`src/rtl/program_loader_if.sv`:
```
// Program byte stream, RAM write port and status signals of program_loader.
interface program_loader_if #(
  parameter int ADDR_W = 4,
  parameter int DATA_W = 8
);
  logic              start;
  logic              in_valid;
  logic [DATA_W-1:0] in_data;
  logic              in_last;
  logic              in_ready;
  logic              ram_we;
  logic [ADDR_W-1:0] ram_addr;
  logic [DATA_W-1:0] ram_wdata;
  logic              cpu_hold;
  logic              busy;
  logic              done;
  logic [ADDR_W:0]   count;
  logic              overflow;

  modport master (
    output start, in_valid, in_data, in_last,
    input  in_ready, ram_we, ram_addr, ram_wdata,
    input  cpu_hold, busy, done, count, overflow
  );

  modport slave (
    input  start, in_valid, in_data, in_last,
    output in_ready, ram_we, ram_addr, ram_wdata,
    output cpu_hold, busy, done, count, overflow
  );
endinterface

```
`src/rtl/program_loader.sv`:
```
// Loads a program byte stream into a small RAM while holding the CPU in reset.
// Define LOADER_CLEAR_EN to zero the whole RAM before every load.
module program_loader #(
  parameter int ADDR_W = 4,
  parameter int DATA_W = 8
) (
  input logic             clk,
  input logic             reset,
  program_loader_if.slave bus
);

`ifdef LOADER_CLEAR_EN
  typedef enum logic [1:0] {IDLE, CLEAR, LOAD, DONE} state_t;
`else
  typedef enum logic [1:0] {IDLE, LOAD, DONE} state_t;
`endif

  state_t            state_q, state_d;
  logic              ram_we_q;
  logic [ADDR_W-1:0] ram_addr_q;
  logic [DATA_W-1:0] ram_wdata_q;
  logic [ADDR_W:0]   count_q;
  logic              overflow_q;
  logic              booted_q;
  logic              hs;
  logic              last_slot;
  logic              in_fill;

  assign hs        = (state_q == LOAD) && bus.in_valid;
  // count never exceeds DEPTH-1 while in LOAD, so its low bits are the write pointer
  assign last_slot = &count_q[ADDR_W-1:0];

`ifdef LOADER_CLEAR_EN
  assign in_fill = (state_q == CLEAR) || (state_q == LOAD);
`else
  assign in_fill = (state_q == LOAD);
`endif

  always_comb begin
    state_d = state_q;
    case (state_q)
      IDLE: begin
        if (bus.start) begin
`ifdef LOADER_CLEAR_EN
          state_d = CLEAR;
`else
          state_d = LOAD;
`endif
        end
      end
`ifdef LOADER_CLEAR_EN
      CLEAR: begin
        if (&ram_addr_q) state_d = LOAD;
      end
`endif
      LOAD: begin
        if (hs && (bus.in_last || last_slot)) state_d = DONE;
      end
      DONE:    state_d = IDLE;
      default: state_d = IDLE;
    endcase
  end

  always_ff @(posedge clk) begin
    if (!reset) begin
      state_q     <= IDLE;
      ram_we_q    <= 1'b0;
      ram_addr_q  <= '0;
      ram_wdata_q <= '0;
      count_q     <= '0;
      overflow_q  <= 1'b0;
      booted_q    <= 1'b0;
    end else begin
      state_q  <= state_d;
      ram_we_q <= 1'b0;
      case (state_q)
        IDLE: begin
          if (bus.start) begin
            count_q    <= '0;
            overflow_q <= 1'b0;
`ifdef LOADER_CLEAR_EN
            ram_we_q    <= 1'b1;
            ram_addr_q  <= '0;
            ram_wdata_q <= '0;
`endif
          end
        end
`ifdef LOADER_CLEAR_EN
        // ram_addr doubles as the clear sweep counter; the write registered
        // here is presented in the next CLEAR cycle
        CLEAR: begin
          if (!(&ram_addr_q)) begin
            ram_we_q   <= 1'b1;
            ram_addr_q <= ram_addr_q + 1'b1;
          end
        end
`endif
        LOAD: begin
          if (hs) begin
            ram_we_q    <= 1'b1;
            ram_addr_q  <= count_q[ADDR_W-1:0];
            ram_wdata_q <= bus.in_data;
            count_q     <= count_q + 1'b1;
            if (last_slot && !bus.in_last) overflow_q <= 1'b1;
          end
        end
        DONE:    booted_q <= 1'b1;
        default: ;
      endcase
    end
  end

  assign bus.in_ready  = (state_q == LOAD);
  assign bus.ram_we    = ram_we_q;
  assign bus.ram_addr  = ram_addr_q;
  assign bus.ram_wdata = ram_wdata_q;
  assign bus.busy      = (state_q != IDLE);
  assign bus.done      = (state_q == DONE);
  assign bus.count     = count_q;
  assign bus.overflow  = overflow_q;
  // held from reset until the first DONE, and again during every later fill
  assign bus.cpu_hold  = (state_q != DONE) && (!booted_q || in_fill);

endmodule

```
`src/flat_wrapper.sv`:
```
// flat-port wrapper written by rule: the top's interface ports become plain ports
module program_loader_flat 
#(
  parameter int ADDR_W = 4,
  parameter int DATA_W = 8
)
  (clk, reset, bus_start, bus_in_valid, bus_in_data, bus_in_last, bus_in_ready, bus_ram_we, bus_ram_addr, bus_ram_wdata, bus_cpu_hold, bus_busy, bus_done, bus_count, bus_overflow);
  program_loader_if #(.ADDR_W(ADDR_W), .DATA_W(DATA_W)) bus_i ();
  input logic clk;
  input logic reset;
  input wire logic [$bits(bus_i.start)-1:0] bus_start;
  input wire logic [$bits(bus_i.in_valid)-1:0] bus_in_valid;
  input wire logic [$bits(bus_i.in_data)-1:0] bus_in_data;
  input wire logic [$bits(bus_i.in_last)-1:0] bus_in_last;
  output wire logic [$bits(bus_i.in_ready)-1:0] bus_in_ready;
  output wire logic [$bits(bus_i.ram_we)-1:0] bus_ram_we;
  output wire logic [$bits(bus_i.ram_addr)-1:0] bus_ram_addr;
  output wire logic [$bits(bus_i.ram_wdata)-1:0] bus_ram_wdata;
  output wire logic [$bits(bus_i.cpu_hold)-1:0] bus_cpu_hold;
  output wire logic [$bits(bus_i.busy)-1:0] bus_busy;
  output wire logic [$bits(bus_i.done)-1:0] bus_done;
  output wire logic [$bits(bus_i.count)-1:0] bus_count;
  output wire logic [$bits(bus_i.overflow)-1:0] bus_overflow;
  assign bus_i.start = bus_start;
  assign bus_i.in_valid = bus_in_valid;
  assign bus_i.in_data = bus_in_data;
  assign bus_i.in_last = bus_in_last;
  assign bus_in_ready = bus_i.in_ready;
  assign bus_ram_we = bus_i.ram_we;
  assign bus_ram_addr = bus_i.ram_addr;
  assign bus_ram_wdata = bus_i.ram_wdata;
  assign bus_cpu_hold = bus_i.cpu_hold;
  assign bus_busy = bus_i.busy;
  assign bus_done = bus_i.done;
  assign bus_count = bus_i.count;
  assign bus_overflow = bus_i.overflow;
  program_loader #(.ADDR_W(ADDR_W), .DATA_W(DATA_W)) u_core (.clk(clk), .reset(reset), .bus(bus_i));
endmodule
```
`config.mk`:
```
export PLATFORM = sky130hd
export DESIGN_NAME = program_loader_flat
export DESIGN_NICKNAME = d
export VERILOG_FILES = /design/src/rtl/program_loader_if.sv /design/src/rtl/program_loader.sv /design/src/flat_wrapper.sv
export SDC_FILE = /design/constraint.sdc
export NUM_CORES = 1
export LEC_CHECK = 0
export ABC_AREA = 1
export CORE_MARGIN = 4
export CORE_UTILIZATION = 45
export CTS_CLUSTER_SIZE = 14
export DETAILED_ROUTE_END_ITERATION = 10
export PLACE_DENSITY = 0.82
export SYNTH_ARGS = -nofsm -noshare
export SYNTH_HDL_FRONTEND = slang
export SYNTH_SLANG_ARGS = --single-unit
```
`constraint.sdc`:
```
create_clock -name clk -period 1.8 [get_ports clk]
set_input_delay 0.36 -clock clk [delete_from_list [all_inputs] [get_ports clk]]
set_output_delay 0.36 -clock clk [all_outputs]
set_load 0.05 [all_outputs]
```
# Yosys cells after proc, flatten, opt, wreduce, memory -nomap -nowiden
# Index checks and enable logic that the tools add are counted.
[totals] in_bits=13 ff_bits=22 elab_cells=43
[classes] n_eq_ne=7 muxes=11 n_addsub=1 reduce_logical=17
[op_table] operator="$mux W5" count=2
[op_table] operator="$pmux W5 S2" count=1
[op_table] operator="$ne A2 B2 Y1 const B" count=4
[op_table] operator="$reduce_and A4 Y1" count=2
[op_table] operator="$reduce_and A2 Y1" count=3
[op_table] operator="$add A5 B1 Y5 const B" count=1
[op_table] operator="$logic_and A1 B1 Y1" count=4
[op_table] operator="$mux W1" count=4
[op_table] operator="$mux W2" count=2
[op_table] operator="$pmux W2 S2" count=1
[op_table] operator="$reduce_bool A2 Y1" count=2
[op_table] operator="$reduce_and A3 Y1" count=1
[op_table] operator="$eq A2 B1 Y1 const B" count=1
[op_table] operator="$eq A2 B2 Y1 const B" count=1
[op_table] operator="$logic_not A1 Y1" count=2
[op_table] operator="$logic_not A2 Y1" count=1
[op_table] operator="$logic_or A1 B1 Y1" count=2
[op_table] operator="$ne A2 B1 Y1 const B" count=1
[op_table] operator="$pmux W1 S2" count=1

# Longest topological paths before layout
[logic_depth] depth_word=5 ltp_mapped=7 mapped_depth_nobuf=7

# Least setup slack after synthesis
# OpenSTA, ideal clock, no wires.
[synth_path] kind="flip-flop to output port" startpoint="register u_core.state_q[1]" endpoint="output port bus_cpu_hold" setup_slack_ps=-391 t_required_ps=1440 n_path_buf=0 path_stages_with_launch=4 arrival_time_ps=1831 cell_sequence="dfxtp_1 > inv_1 > nor2_1 > o21ai_0"
[synth_via] elab_chain_cells=3 elab_cells_between_ends=4 cone_classes="2 x eq/ne; 2 x reduce/logical"
[synth_rtl] element="from (decl)" line_no="program_loader.sv:18" source="state_t state_q, state_d;"
[synth_rtl] element="from (signal assigned)" line_no="program_loader.sv:74" source="state_q <= state_d;"
[synth_rtl] element="$eq A2 B1 Y1" line_no="program_loader.sv:36" source="assign in_fill = (state_q == LOAD);"
[synth_rtl] element="$logic_or A1 B1 Y1" line_no="program_loader.sv:122" source="assign bus.cpu_hold = (state_q != DONE) && (!booted_q || in_fill);"
[synth_rtl] element="$logic_and A1 B1 Y1 *" line_no="program_loader.sv:122"
[synth_rtl] element="to (decl)" line_no="flat_wrapper.sv:19" source="output wire logic [$bits(bus_i.cpu_hold)-1:0] bus_cpu_hold;"
# Every way passes the cells marked *; elsewhere a longest branch is shown, timed or not.

# Worst setup path in the final report
[layout_path] startpoint="register u_core.state_q[0]" endpoint="output port bus_cpu_hold"
# Same word-level chain as after synthesis.

==> run_results.csv <==
group,metric,value,unit
status,status,"complete, no violations",
logic_synthesis,netlist_area,932,sq um
floorplanning,initial_core_util,0.475,
clocking,ctsHoldBuffers,0,
clocking,cts_tree,"yes",
power,p_total,0.980,mW
power,switchingPower,0.278,mW
power,comb_power_share,0.202,
floorplanning,core_area,0.00196,sq mm
logic_synthesis,ys.warnings.count,0,
logic_synthesis,synth_fa_ha_area_frac,0.0134,
job,drv_cap,0,
route,vias,844,
timing,tns,0,ps
hold_path,min_from,"u_core.bus.ram_wdata[4]$_SDFFE_PN0P_",
clocking,cts_resized,0,
worst_setup_path,timing_worst_setup_path_type,"flip-flop to output pin",
timing,finClkSkew,8.40,ps
route,first_iter_violations,4,
timing,finalCriticalPeriod,1620,ps
route,drc_errors,0,
timing,tightest_slew,256,ps
finish,areaGrowthSynthToFinish,42.7,%
logic_synthesis,synth_area_leaders,"dfxtp_1, nand2_1, a21oi_2",
power,powerDensity,737,mW/mm^2
power,peakVddDrop,0.000440,V
global_route,grt_use_total,0.166,
logic_synthesis,synth_xor_area_frac,0,
worst_setup_path,r2r_start,"u_core.bus.count[0]$_SDFFE_PN0P_",
logic_synthesis,synth_top_area_frac,0.472,
global_route,grt_pass1_vias,808,
power,power_frac_clock,0.277,
worst_setup_path,worstPathRequired,1440,ps
clocking,cts_buffers,3,
power,p_sw_frac,0.284,
worst_setup_path,critical_path_arrival,1260,ps
clocking,cts_root_buffer,"clkbuf_4",
logic_synthesis,synth.area.mux_share,0,
timing,maxSlewHeadroom,0.830,
clocking,htreeDepth,1,
worst_setup_path,cp_max_fo,4,
route,dr.pass1.iters,4,
floorplanning,rows,16,
clocking,clock_latency,310,ps
route,wl_met1,891,um
timing,rsz0062_at_grt,"false",
finish,drive_gt1_frac,0.342,
placement,place_congestion,0.728,
worst_setup_path,r2r_setup_slack,600,ps
floorplanning,fp.dieH,53.5,um
floorplanning,die_area,0.00286,sq mm
logic_synthesis,synthCells,114,
finish,final_util,0.678,
placement,io_buffers,35,
clocking,post-cts-setup-buffers,0,
logic_synthesis,synth-seq-cells,22,
clocking,clockBufferDepth,2,
global_route,grt_pass1_wl,3420,um
clocking,clkTransAtPathRegs,120,ps
worst_setup_path,r2r-end,"u_core.bus.count[4]$_SDFFE_PN0P_",
route,wl,2050,um
logic_synthesis,synth_nets,128,
placement,post-dp-hpwl,1590,um
finish,multi_input_area,422,sq um
route,avgRoutedWirePerCell,11.4,um
power,p_leak,0.553,nW
hold_path,worstHoldEndpoint,"u_core.bus.ram_wdata[4]$_SDFFE_PN0P_",
logic_synthesis,postSynthAreaPerCell,8.18,sq um
logic_synthesis,synthSimpleGateAreaFrac,0.277,
power,p_seq_frac,0.521,
timing,hold_viol_final,0,
floorplanning,boundaryPins,36,
logic_synthesis,synth_top_family_by_area,"simple AND/OR/NAND/NOR gates",
timing,fmax,617,MHz
logic_synthesis,synth_compound_area_frac,0.160,
hold_path,hold_path_depth,2,
global_route,grt-ovfl-total,0,
timing,setup_viol,0,
route,wl_met2,992,um
route,vias_per_cell,4.72,
finish,seqCellArea,440,sq um
worst_setup_path,endpoint_kind,"output pin",
clocking,clock_sinks,22,
route,final_antenna_net_count,0,
floorplanning,die_w,53.5,um
route,dr.max_layer_used,"met4",
timing,fin_crit_sh,0.900,
route,met3_length,100,um
hold_path,hold_class,"flip-flop to flip-flop",
global_route,antenna_found_initial,0,
finish,n_fill_cell,181,
logic_synthesis,yosys.area.top_type,"dfxtp_1",
logic_synthesis,yosysSeqAreaShare,0.472,
worst_setup_path,start_kind,"flip-flop",
power,internal_power,0.702,mW
logic_synthesis,ys_types,17,
finish,layout.nets,167,
finish,antenna_cells,0,
worst_setup_path,reg2reg_depth,6,
timing,slew_violations,0,
global_route,grt_max_degree,17,
==> placed cells by master (no fill, tap or decap), drive strengths merged <==
| master | count |
|---|---|
| clkinv | 1 |
| nand2 | 39 |
| clkdlybuf4s50 | 12 |
| ha | 1 |
| buf | 25 |
| o21ai | 3 |
| clkbuf | 4 |
| nand3 | 7 |
| a21oi | 20 |
| inv | 9 |
| or2 | 1 |
| nor2 | 8 |
| dfxtp | 22 |
==> flip-flops by register name, indices dropped and copies added (netlist names) <==
name                  cells
u_core.bus.ram_wdata      8
u_core.bus.count          5
u_core.bus.ram_addr       4
u_core.state_q            2
u_core.booted_q           1
u_core.bus.overflow       1
u_core.bus.ram_we         1
==> per-layer routing <==
metal,vias to the layer above,global-route usage
met5,-,0
met4,0,0.128
met3,5,0.0282
met2,23,0.259
met1,376,0.200
li1,440,-
==> cells by family (layout without fill, tap and decap cells) <==
kind of cell               count (synthesis)  after routing
adders and majority gates                  1              1
and+or+nand+nor                           55             55
DFF                                       22             22
AOI/OAI and AO/OA                         23             23
buffers and inverters                     13             51
==> critical path, cell delays in order (launching register included) <==
cell     delay (ps)
dfxtp_1         450
nor2_2          100
o21ai_1         220
buf_12          170
==> worst max-delay path by stage <==
stage | startpoint | to | slack (ps) | cells past startpoint
floorplan | u_core.state_q[0]$_SDFFE_PN0P_ | bus_cpu_hold | 130 | 2
global placement | bus_in_valid | u_core.bus.overflow$_SDFFE_PN0P_ | 230 | 5
detailed placement | bus_in_valid | u_core.bus.overflow$_SDFFE_PN0P_ | 160 | 5
CTS | u_core.state_q[0]$_SDFFE_PN0P_ | bus_cpu_hold | 160 | 3
global route | u_core.state_q[0]$_SDFFE_PN0P_ | bus_cpu_hold | 90 | 3
finish | u_core.state_q[0]$_SDFFE_PN0P_ | bus_cpu_hold | 180 | 3
==> stage by stage <==
| step | cell area, sq um | instances | hold WS, ps | setup WS (ps) |
|---|---|---|---|---|
| 6_report | 1330 | 179 | 482 | 180 |
| 3_3_place_gp | 1290 | 175 | 446 | 235 |
| 2_1_floorplan | 935 | 114 | 441 | 128 |
| 3_5_place_dp | 1290 | 175 | 457 | 164 |
| 5_1_grt | 1330 | 179 | 499 | 88.0 |
| 4_1_cts | 1330 | 179 | 486 | 156 |
==> power by group through the flow <==
| stage | registers (mW) | logic (mW) | clock network, mW |
|---|---|---|---|
| after floorplan | 0.558 | 0.0823 | 0 |
| after global placement | 0.521 | 0.196 | 0 |
| after detailed placement | 0.522 | 0.199 | 0 |
| after CTS | 0.511 | 0.199 | 0.283 |
| after global routing | 0.513 | 0.212 | 0.293 |
| final | 0.511 | 0.198 | 0.272 |
==> cell type report <==
type / instances / share of cell area
well taps: 27 / 0.0254
inverters: 10 / 0.0301
multi-input cells: 79 / 0.317
repair buffers: 37 / 0.269
flip-flops and latches: 22 / 0.331
clock buffers: 4 / 0.0273
==> synthesized netlist by cell type, drive strengths merged <==
master / number
or2: 1
nand2: 39
dfxtp: 22
inv: 9
ha: 1
clkinv: 1
a21oi: 20
nand3: 7
o21ai: 3
buf: 3
nor2: 8
Power figures use the tool's default switching activity.
